File: src/rtl/pipe_stage_reg_pkg.sv
// Shared pipeline definitions: default widths, control-bundle field offsets, no-op control.
package pipe_stage_reg_pkg;

   localparam int unsigned PC_W_DEF   = 32;
   localparam int unsigned CTRL_W_DEF = 18;

   // Control bundle layout, MSB first: regW, memToReg, memR, memW, ALUsrc, ALUOp[2:0], funct3[2:0], funct7[6:0]
   localparam int unsigned CTRL_REGW_BIT     = 17;
   localparam int unsigned CTRL_MEMTOREG_BIT = 16;
   localparam int unsigned CTRL_MEMR_BIT     = 15;
   localparam int unsigned CTRL_MEMW_BIT     = 14;
   localparam int unsigned CTRL_ALUSRC_BIT   = 13;
   localparam int unsigned CTRL_ALUOP_LSB    = 10;
   localparam int unsigned CTRL_ALUOP_W      = 3;
   localparam int unsigned CTRL_FUNCT3_LSB   = 7;
   localparam int unsigned CTRL_FUNCT3_W     = 3;
   localparam int unsigned CTRL_FUNCT7_LSB   = 0;
   localparam int unsigned CTRL_FUNCT7_W     = 7;

   // All-zero control is a bubble: no register write, no memory access
   localparam logic [CTRL_W_DEF-1:0] CTRL_NOP = '0;

endpackage

File: src/rtl/pipe_skid_entry.sv
// One pipeline entry: valid bit, payload and control, with load and clear.
// Clear drops the entry and zeroes control; the payload keeps its stale value.
module pipe_skid_entry
   import pipe_stage_reg_pkg::*;
#(
   parameter int unsigned PW = 1,
   parameter int unsigned CW = 1
) (
   input  logic          clk,
   input  logic          rst,
   input  logic          clr_i,
   input  logic          load_i,
   input  logic [PW-1:0] pay_i,
   input  logic [CW-1:0] ctrl_i,
   output logic          valid_o,
   output logic [PW-1:0] pay_o,
   output logic [CW-1:0] ctrl_o
);

   logic          valid_q;
   logic [PW-1:0] pay_q;
   logic [CW-1:0] ctrl_q;

   // Entry storage; clear wins over load
   always_ff @(posedge clk or negedge rst) begin
      if (!rst) begin
         valid_q <= 1'b0;
         pay_q   <= '0;
         ctrl_q  <= '0;
      end else if (clr_i) begin
         valid_q <= 1'b0;
         ctrl_q  <= '0;
      end else if (load_i) begin
         valid_q <= 1'b1;
         pay_q   <= pay_i;
         ctrl_q  <= ctrl_i;
      end
   end

   assign valid_o = valid_q;
   assign pay_o   = pay_q;
   assign ctrl_o  = ctrl_q;

endmodule

File: src/rtl/pipe_stage_reg.sv
// Pipeline-boundary register with valid/ready handshake, one-entry skid buffer,
// flush-to-bubble and a saturating stall counter.
module pipe_stage_reg
   import pipe_stage_reg_pkg::*;
#(
   parameter int unsigned PC_W   = PC_W_DEF,
   parameter int unsigned DATA_W = 101,
   parameter int unsigned CTRL_W = CTRL_W_DEF,
   parameter int unsigned CNT_W  = 16
) (
   input  logic              clk,
   input  logic              rst,
   input  logic              flush,
   input  logic              in_valid,
   output logic              in_ready,
   input  logic [PC_W-1:0]   in_pc,
   input  logic [DATA_W-1:0] in_data,
   input  logic [CTRL_W-1:0] in_ctrl,
   output logic              out_valid,
   input  logic              out_ready,
   output logic [PC_W-1:0]   out_pc,
   output logic [DATA_W-1:0] out_data,
   output logic [CTRL_W-1:0] out_ctrl,
   output logic [CNT_W-1:0]  stall_cnt,
   input  logic              stall_clr
);

   localparam int unsigned PAY_W = PC_W + DATA_W;
   localparam logic [CNT_W-1:0] CNT_MAX = '1;

   logic              m_valid, s_valid;
   logic [PAY_W-1:0]  m_pay, s_pay, in_pay, m_pay_d;
   logic [CTRL_W-1:0] m_ctrl, s_ctrl, m_ctrl_d;
   logic              m_load, m_clr, s_load, s_clr;
   logic              s_valid_d;
   logic              in_fire_c, take_c;
   logic              in_ready_q;
   logic [CNT_W-1:0]  stall_cnt_q, stall_cnt_d;

   assign in_pay    = {in_pc, in_data};
   assign in_fire_c = in_valid & in_ready_q;
   assign take_c    = ~m_valid | out_ready;

   // Steering of main/skid updates; flush, then refill of main, then parking in skid
   always_comb begin
      m_load    = 1'b0;
      m_clr     = 1'b0;
      s_load    = 1'b0;
      s_clr     = 1'b0;
      m_pay_d   = in_pay;
      m_ctrl_d  = in_ctrl;
      s_valid_d = s_valid;
      if (flush) begin
         m_clr     = 1'b1;
         s_clr     = 1'b1;
         s_valid_d = 1'b0;
      end else if (take_c) begin
         if (s_valid) begin
            m_load    = 1'b1;
            m_pay_d   = s_pay;
            m_ctrl_d  = s_ctrl;
            s_clr     = 1'b1;
            s_valid_d = 1'b0;
         end else if (in_fire_c) begin
            m_load = 1'b1;
         end else begin
            m_clr = 1'b1;
         end
      end else if (in_fire_c) begin
         s_load    = 1'b1;
         s_valid_d = 1'b1;
      end
   end

   pipe_skid_entry #(.PW(PAY_W), .CW(CTRL_W)) u_main (
      .clk     (clk),
      .rst     (rst),
      .clr_i   (m_clr),
      .load_i  (m_load),
      .pay_i   (m_pay_d),
      .ctrl_i  (m_ctrl_d),
      .valid_o (m_valid),
      .pay_o   (m_pay),
      .ctrl_o  (m_ctrl)
   );

   pipe_skid_entry #(.PW(PAY_W), .CW(CTRL_W)) u_skid (
      .clk     (clk),
      .rst     (rst),
      .clr_i   (s_clr),
      .load_i  (s_load),
      .pay_i   (in_pay),
      .ctrl_i  (in_ctrl),
      .valid_o (s_valid),
      .pay_o   (s_pay),
      .ctrl_o  (s_ctrl)
   );

   // Ready is its own flop so upstream sees no path from out_ready
   always_ff @(posedge clk or negedge rst) begin
      if (!rst) in_ready_q <= 1'b1;
      else      in_ready_q <= ~s_valid_d;
   end

   // Stall counter next value: clear wins, otherwise saturating count of stalled cycles
   always_comb begin
      stall_cnt_d = stall_cnt_q;
      if (stall_clr)
         stall_cnt_d = '0;
      else if (m_valid & ~out_ready & ~flush & (stall_cnt_q != CNT_MAX))
         stall_cnt_d = stall_cnt_q + CNT_W'(1);
   end

   // Stall counter register
   always_ff @(posedge clk or negedge rst) begin
      if (!rst) stall_cnt_q <= '0;
      else      stall_cnt_q <= stall_cnt_d;
   end

   assign in_ready  = in_ready_q;
   assign out_valid = m_valid;
   assign out_pc    = m_pay[PAY_W-1:DATA_W];
   assign out_data  = m_pay[DATA_W-1:0];
   assign out_ctrl  = m_ctrl;
   assign stall_cnt = stall_cnt_q;

endmodule

File: config.mk
export PLATFORM = sky130hd
export DESIGN_NAME = pipe_stage_reg
export DESIGN_NICKNAME = d
export VERILOG_FILES = /design/src/rtl/pipe_stage_reg_pkg.sv /design/src/rtl/pipe_skid_entry.sv /design/src/rtl/pipe_stage_reg.sv
export SDC_FILE = /design/constraint.sdc
export NUM_CORES = 1
export LEC_CHECK = 0
export BUFFER_PORTS_ARGS = -buffer_cell sky130_fd_sc_hd__buf_2
export CORE_MARGIN = 1
export CORE_UTILIZATION = 30
export CTS_BUF_LIST = sky130_fd_sc_hd__clkbuf_8 sky130_fd_sc_hd__clkbuf_16
export CTS_CLUSTER_DIAMETER = 100
export DETAILED_ROUTE_END_ITERATION = 6
export PLACE_DENSITY = 0.61
export SLEW_MARGIN = 40
export SYNTH_ARGS = -nofsm -noshare
export SYNTH_HDL_FRONTEND = slang
export SYNTH_SLANG_ARGS = --single-unit
File: constraint.sdc
create_clock -name clk -period 3 [get_ports clk]
set_input_delay 0.15 -clock clk [delete_from_list [all_inputs] [get_ports clk]]
set_output_delay 0.15 -clock clk [all_outputs]
set_load 0.02 [all_outputs]
==> impl_metrics.json, run 1 <==
{
  "avgSynthCellArea_um2": 11.9,
  "cts_tree": "done",
  "io_buffer_count": 325,
  "p_sw_share_pct": 28.2,
  "fillers": 4093,
  "fin_worst_skew_ns": 0.0107,
  "drive_above_1_share_pct": 30.5,
  "antenna_found_initial": 0,
  "tightest_slew_ns": 0.806,
  "crit_fanout": 61,
  "clk_pin_slew_ns": 0.06,
  "synth_mux_area_share_pct": 12.9,
  "synth_adder_area_share_pct": 0.0959,
  "clkLatencyLatePin_ns": 0.53,
  "grt_pass1_wl_um": 56800,
  "fin_nets": 1716,
  "yosys_warnings": 0,
  "intPower_mw": 8.63,
  "period_share_pct": 71.3,
  "fin_tns_setup_ns": 0,
  "p_comb_share_pct": 17.2,
  "ys_async_sr_fraction_pct": 100,
  "fp.coreArea_mm2": 0.0430,
  "synth_top_flop_cell": "dfrtp_1",
  "slew_headroom_pct": 46.3,
  "finalHoldViolations": 0,
  "ys_ff_latch": 321,
  "fp.dieW_um": 211,
  "p_leak_nw": 8.42,
  "row_count": 76,
  "fin_util_pct": 42.0,
  "setup_violations": 0,
  "vias": 10400,
  "grt_pass1_vias": 10900,
  "multi_input_area_mm2": 0.00458,
  "globalplace.congestion": 0.783,
  "antennaDiodeCount": 0,
  "cts_buffer_depth": 3,
  "yosys.cell_types.count": 42,
  "peakVddDrop_mv": 0.471,
  "drv_slew": 0,
  "seq_area_mm2": 0.00803,
  "gr-total-overflow": 0,
  "crit_path_end_kind": "flip-flop",
  "synth_edf_count": 0,
  "min_path_type": "in -> reg",
  "synth-simple-area-share_pct": 6.88,
  "path_buf_inv": 1,
  "root_buffer": "clkbuf_16",
  "startpoint_type": "flip-flop",
  "die_h_um": 211,
  "yosysSeqAreaShare_pct": 61.6,
  "rsz0062_at_grt": "false",
  "seqPwrFrac_pct": 46.1,
  "routed_wl_um": 35300,
  "wl_per_cell_um": 16.3,
  "crit_type": "reg -> reg",
  "synth_area_mm2": 0.0130,
  "via_per_inst": 4.78,
  "worstPathArrival_ns": 2.58,
  "p_sw_mw": 3.39,
  "synthCells": 1098,
  "p_clk_share_pct": 36.6,
  "cts.sinks": 321,
  "synth_compound_gate_area_share_pct": 14.1,
  "power_mw": 12.0,
  "drtIter0Drc": 448,
  "syn-num-nets": 1256,
  "power_density_mw_per_mm2": 665,
  "dieArea_mm2": 0.0443,
  "drv_cap": 0,
  "cpMaxStageDelayCell": "dfrtp_1",
  "cts_resized": 0,
  "h-tree-depth": 2,
  "grt_max_degree": 134,
  "crit_path_max_incr_delay_ns": 0.41,
  "period_needed_ns": 2.14,
  "dp_hpwl_um": 22000,
  "grtUsageTotal_pct": 15.8,
  "ant_nets": 0,
  "post_cts_buffers": 0,
  "synthXorXnorAreaFrac_pct": 0.940,
  "holdBufCountCts": 156,
  "fmax_mhz": 468,
  "worstPathRequired_ns": 3.44,
  "numCtsBuffers": 38,
  "synth_top_family_by_area": "compound AO/OA/AOI/OAI gates",
  "layout-area-overhead-vs-synth_pct": 38.5,
  "cp_cell_sequence": "nand2b_4, nor2b_1, and2_4, buf_12, o22ai_1, o21ai_0",
  "io_pins": 326,
  "dr.pass1.iters": 5,
  "start_util_pct": 30.4,
  "outcome": "completed",
  "drc": 0,
  "critPathTopFamily": "simple AND/OR/NAND/NOR gates"
}
-- worst min-delay path, cell delays in order --
cell	delay, ns
buf_2	0.11
nor3b_2	0.05
buf_4	0.22
nand2_1	0.09
o21ai_0	0.06
-- routing by layer --
layer,share of wire [%],vias up,track usage (%)
met5,0,-,0
met4,2.0,0,5.15
met3,7.0,52,4.53
met2,48,301,26.5
met1,43,5136,19.5
li1,-,4873,-
-- placed cells by master, fill, tap and decap left out, types with 2 or more instances in the layout --
| master | netlist | final |
|---|---|---|
| buf_2 | 21 | 324 |
| dfrtp_1 | 320 | 320 |
| nand2_1 | 160 | 160 |
| dlygate4sd3_1 | 0 | 156 |
| o22ai_1 | 133 | 133 |
| o21ai_0 | 120 | 120 |
| mux2_1 | 72 | 72 |
| mux2_2 | 61 | 61 |
| clkbuf_16 | 0 | 39 |
| o21ai_1 | 32 | 32 |
| mux2i_1 | 19 | 19 |
| nor2_1 | 18 | 18 |
| a22o_1 | 18 | 18 |
| xnor2_1 | 14 | 14 |
| buf_4 | 10 | 14 |
| inv_1 | 2 | 10 |
| buf_12 | 0 | 10 |
| clkbuf_8 | 0 | 9 |
| a21oi_1 | 6 | 6 |
| nand4_1 | 4 | 4 |
| nor3_1 | 4 | 4 |
| clkinv_2 | 0 | 4 |
| nor4_1 | 3 | 3 |
| nand3_1 | 3 | 3 |
| inv_6 | 0 | 3 |
| clkinv_4 | 0 | 3 |
| and2_1 | 3 | 2 |
| or2_2 | 2 | 2 |
| a311oi_1 | 2 | 2 |
-- logic make-up after synthesis --
| family | after synthesis |
|---|---|
| muxes | 152 |
| buffers and inverters | 88 |
| DFF | 321 |
| xor gates and xnor gates | 14 |
| AOI/OAI and AO/OA | 314 |
| adders and majority gates | 1 |
| and+or+nand+nor | 208 |
-- path summary, 6_finish.rpt --
check / from / slack [ns] / cells past startpoint / to
min in group asynchronous: rst / 0.24 / 2 / u_skid.pay_o[43]
hold / removal: out_ready / 0.21 / 5 / u_main.ctrl_o[17]
setup / recovery: u_main.valid_o / 0.86 / 6 / u_main.pay_o[87]
setup reg to reg: u_main.valid_o / 0.86 / 6 / u_main.pay_o[87]
hold reg to reg: u_main.pay_o[52] / 0.47 / 2 / u_main.pay_o[52]
max in group asynchronous: rst / 1.90 / 4 / u_skid.pay_o[36]
-- through the flow --
step | cell area (µm²) | cells | hold slack (ns) | worst slack [ns]
after floorplan | 13000 | 1098 | -0.146 | 1.15
after global placement | 15300 | 1946 | 0.221 | 0.886
after detailed placement | 15300 | 1947 | 0.223 | 0.850
after CTS | 18100 | 2170 | 0.172 | 0.833
after global routing | 18100 | 2170 | 0.193 | 0.690
final | 18100 | 2170 | 0.206 | 0.862
-- flip-flops by register name, indices dropped and copies added, names as in the netlist --
name / count
u_main.pay_o: 133
u_main.ctrl_o: 18
u_skid.pay_o: 133
u_main.valid_o: 1
u_skid.valid_o: 1
in_ready: 1
u_skid.ctrl_o: 18
stall_cnt: 16
-- cell usage after synthesis, types with 2 or more instances --
library cell	number	area, µm²
a21oi_1	6	30.0
a22o_1	18	158
a311oi_1	2	17.5
and2_1	3	18.8
buf_1	13	48.8
buf_2	21	105
buf_4	10	75.1
buf_6	8	90.1
clkbuf_1	33	124
dfrtp_1	320	8010
inv_1	2	7.51
mux2_1	72	811
mux2_2	61	687
mux2i_1	19	190
nand2_1	160	601
nand3_1	3	15.0
nand4_1	4	25.0
nor2_1	18	67.6
nor3_1	4	20.0
nor4_1	3	18.8
o21ai_0	120	601
o21ai_1	32	160
o22ai_1	133	832
or2_2	2	12.5
xnor2_1	14	123
-- area by class of cell --
cell class / count / share of cell area (%)
clock buffer: 48 / 6.09
clock inverter: 19 / 0.609
inverter: 3 / 0.0762
multi-input combinational: 689 / 25.3
sequential: 321 / 44.5
tap: 585 / 4.05
timing repair buffer: 505 / 19.4
-- power by group through the flow --
stage / sequential [mW] / combinational [mW] / clock, mW
after floorplan: 5.93 / 0.747 / 0
after global placement: 5.56 / 1.87 / 0
after detailed placement: 5.60 / 1.93 / 0
after CTS: 5.53 / 2.09 / 4.55
after global routing: 5.64 / 2.27 / 4.70
final: 5.55 / 2.07 / 4.40
No activity file was read; power rests on OpenSTA's default activity.
==> inputs of run 2 (changes only) <==
==> constraint.sdc (replaced) <==
create_clock -name clk -period 2.1 [get_ports clk]
set_input_delay 0.105 -clock clk [delete_from_list [all_inputs] [get_ports clk]]
set_output_delay 0.105 -clock clk [all_outputs]
set_load 0.02 [all_outputs]
==> run 2 against run 1 <==
  * Hold slack got worse by 0.11 ns
  * Largest power group unchanged
  * Critical endpoint is now u_skid.pay_o[130]
  * Sequential power rose by 43%
  * Sequential share of layout area is 0.79 points lower
  * Highest routed layer unchanged
  * Critical path type unchanged
==> impl_metrics.json, run 2 (synthesized netlist as in run 1, its figures left out) <==
{
  "grt.met1_usage_pct": 20.6,
  "cts.sinks": 321,
  "fp.coreArea_mm2": 0.0430,
  "setup_violations": 0,
  "start_util_pct": 30.4,
  "crit_path_end_kind": "flip-flop",
  "grtUsageTotal_pct": 16.3,
  "antenna_found_initial": 0,
  "numCtsBuffers": 37,
  "fin_worst_skew_ns": 0.0239,
  "clk_pin_slew_ns": 0.06,
  "wl_per_cell_um": 16.4,
  "reg2reg_from": "u_main.valid_o",
  "die_h_um": 211,
  "grt_pass1_vias": 11100,
  "p_leak_nw": 8.59,
  "path_buf_inv": 2,
  "cp-startpoint": "u_main.valid_o",
  "holdBufCountCts": 156,
  "globalplace.congestion": 0.804,
  "period_needed_ns": 1.89,
  "cp_cell_sequence": "nand2b_4, or2_1, nor2_8, buf_12, buf_12, mux2_2",
  "slew_headroom_pct": 65.5,
  "dieArea_mm2": 0.0443,
  "final_cell_mix": "buf_2 (324), dfrtp_1 (320), nand2_1 (160)",
  "outcome": "completed",
  "cp_common_cell": "buf_12",
  "seq_area_mm2": 0.00803,
  "fp.dieW_um": 211,
  "min_path_type": "in -> reg",
  "crit_type": "reg -> reg",
  "grt_pass1_wl_um": 58400,
  "drc": 0,
  "drv_slew": 0,
  "io_pins": 326,
  "use_met3_pct": 4.57,
  "power_density_mw_per_mm2": 950,
  "rrSetupSlack_ns": 0.21,
  "period_share_pct": 90.2,
  "io_buffer_count": 325,
  "critPathTopFamily": "simple AND/OR/NAND/NOR gates",
  "reg2regPathDepth": 6,
  "fillers": 4055,
  "worstPathArrival_ns": 2.31,
  "cpMaxStageDelayCell": "dfrtp_1",
  "routed_wl_um": 36000,
  "hold_slack_ns": 0.0922,
  "row_count": 76,
  "min-delay-start": "out_ready",
  "ant_nets": 0,
  "crit_path_end": "u_skid.pay_o[130]",
  "drv_cap": 0,
  "final_common_cell": "buf_2",
  "via_per_inst": 4.75,
  "fin_tns_setup_ns": 0,
  "tightest_slew_ns": 0.518,
  "antennaDiodeCount": 0,
  "use_met2_pct": 26.8,
  "h-tree-depth": 2,
  "worstPathRequired_ns": 2.52,
  "peakVddDrop_mv": 0.581,
  "vias": 10400,
  "cts_buffer_depth": 3,
  "multi_input_area_mm2": 0.00458,
  "dp_hpwl_um": 23300,
  "dr.pass1.iters": 5,
  "busiest_layer": "met2",
  "rsz0062_at_grt": "false",
  "root_buffer": "clkbuf_16",
  "stdcell_count": 2191,
  "fmax_mhz": 528,
  "startpoint_type": "flip-flop",
  "drive_above_1_share_pct": 31.3,
  "post_cts_buffers": 0,
  "cts_resized": 0,
  "grt_max_degree": 71,
  "crit_path_max_incr_delay_ns": 0.39,
  "cts_tree": "done",
  "worst_slack_ns": 0.207,
  "dp_cells": 1970,
  "crit_fanout": 20,
  "drtIter0Drc": 482,
  "finalHoldViolations": 0,
  "critical_path_cell_count": 6,
  "clkLatencyLatePin_ns": 0.54,
  "fin_nets": 1738,
  "gr-total-overflow": 0,
  "layout-area-overhead-vs-synth_pct": 41.0,
  "dp_worst_setup_slack_ns": 0.211,
  "r2r-end": "u_skid.pay_o[130]"
}
## run 2: changes by cell type in the layout (fill, tap and decap cells not counted)
cell	before	now
clkinv_4	3	1
buf_12	10	19
bufinv_16	0	2
clkbuf_8	9	11
clkinvlp_4	1	0
buf_4	14	28
inv_6	3	2
clkinv_2	4	1
inv_1	10	11
## run 2: stage by stage
stage	util, %	total power, mW	cell area [µm²]
final	42.8	17.5	18400
after global routing	42.8	18.3	18400
after CTS	42.8	17.7	18400
after detailed placement	36.3	10.8	15600
after global placement	36.3	10.7	15600
after floorplan	-	9.53	13000
## run 2: where the power goes
part	total, mW	leakage [nW]	switching, mW	internal [mW]
registers	7.93	4.03	0.603	7.33
clock network	6.55	0.653	2.56	3.99
logic	3.01	3.91	1.67	1.33
total	17.5	8.59	4.83	12.6
## run 2: final cells by class
class	instances	share of cell area [%]
Sequential cell	321	43.7
Multi-Input combinational cell	689	24.9
Timing Repair Buffer	528	20.6
Clock buffer	50	6.13
Tap cell	585	3.98
Clock inverter	15	0.680
Inverter	3	0.0748
## run 2: worst register-to-register path, cell delays in order (launching register included)
cell	delay [ns]
dfrtp_1	0.39
nand2b_4	0.08
or2_1	0.34
nor2_8	0.21
buf_12	0.21
buf_12	0.20
mux2_2	0.34
## run 2: worst min path at each step
stage | endpoint | slack (ns) | depth (start not counted)
floorplan | stall_cnt[0] | -0.19 | 0
global placement | u_skid.pay_o[42] | 0.09 | 1
detailed placement | u_skid.pay_o[42] | 0.09 | 1
CTS | stall_cnt[5] | 0.04 | 6
global route | u_skid.pay_o[42] | 0.14 | 2
finish | stall_cnt[5] | 0.09 | 6
## run 2: per-layer routing
layer	vias up	share of wire [%]
met5	-	0
li1	4912	-
met4	0	2.3
met1	5130	44
met3	62	6.9
met2	296	47
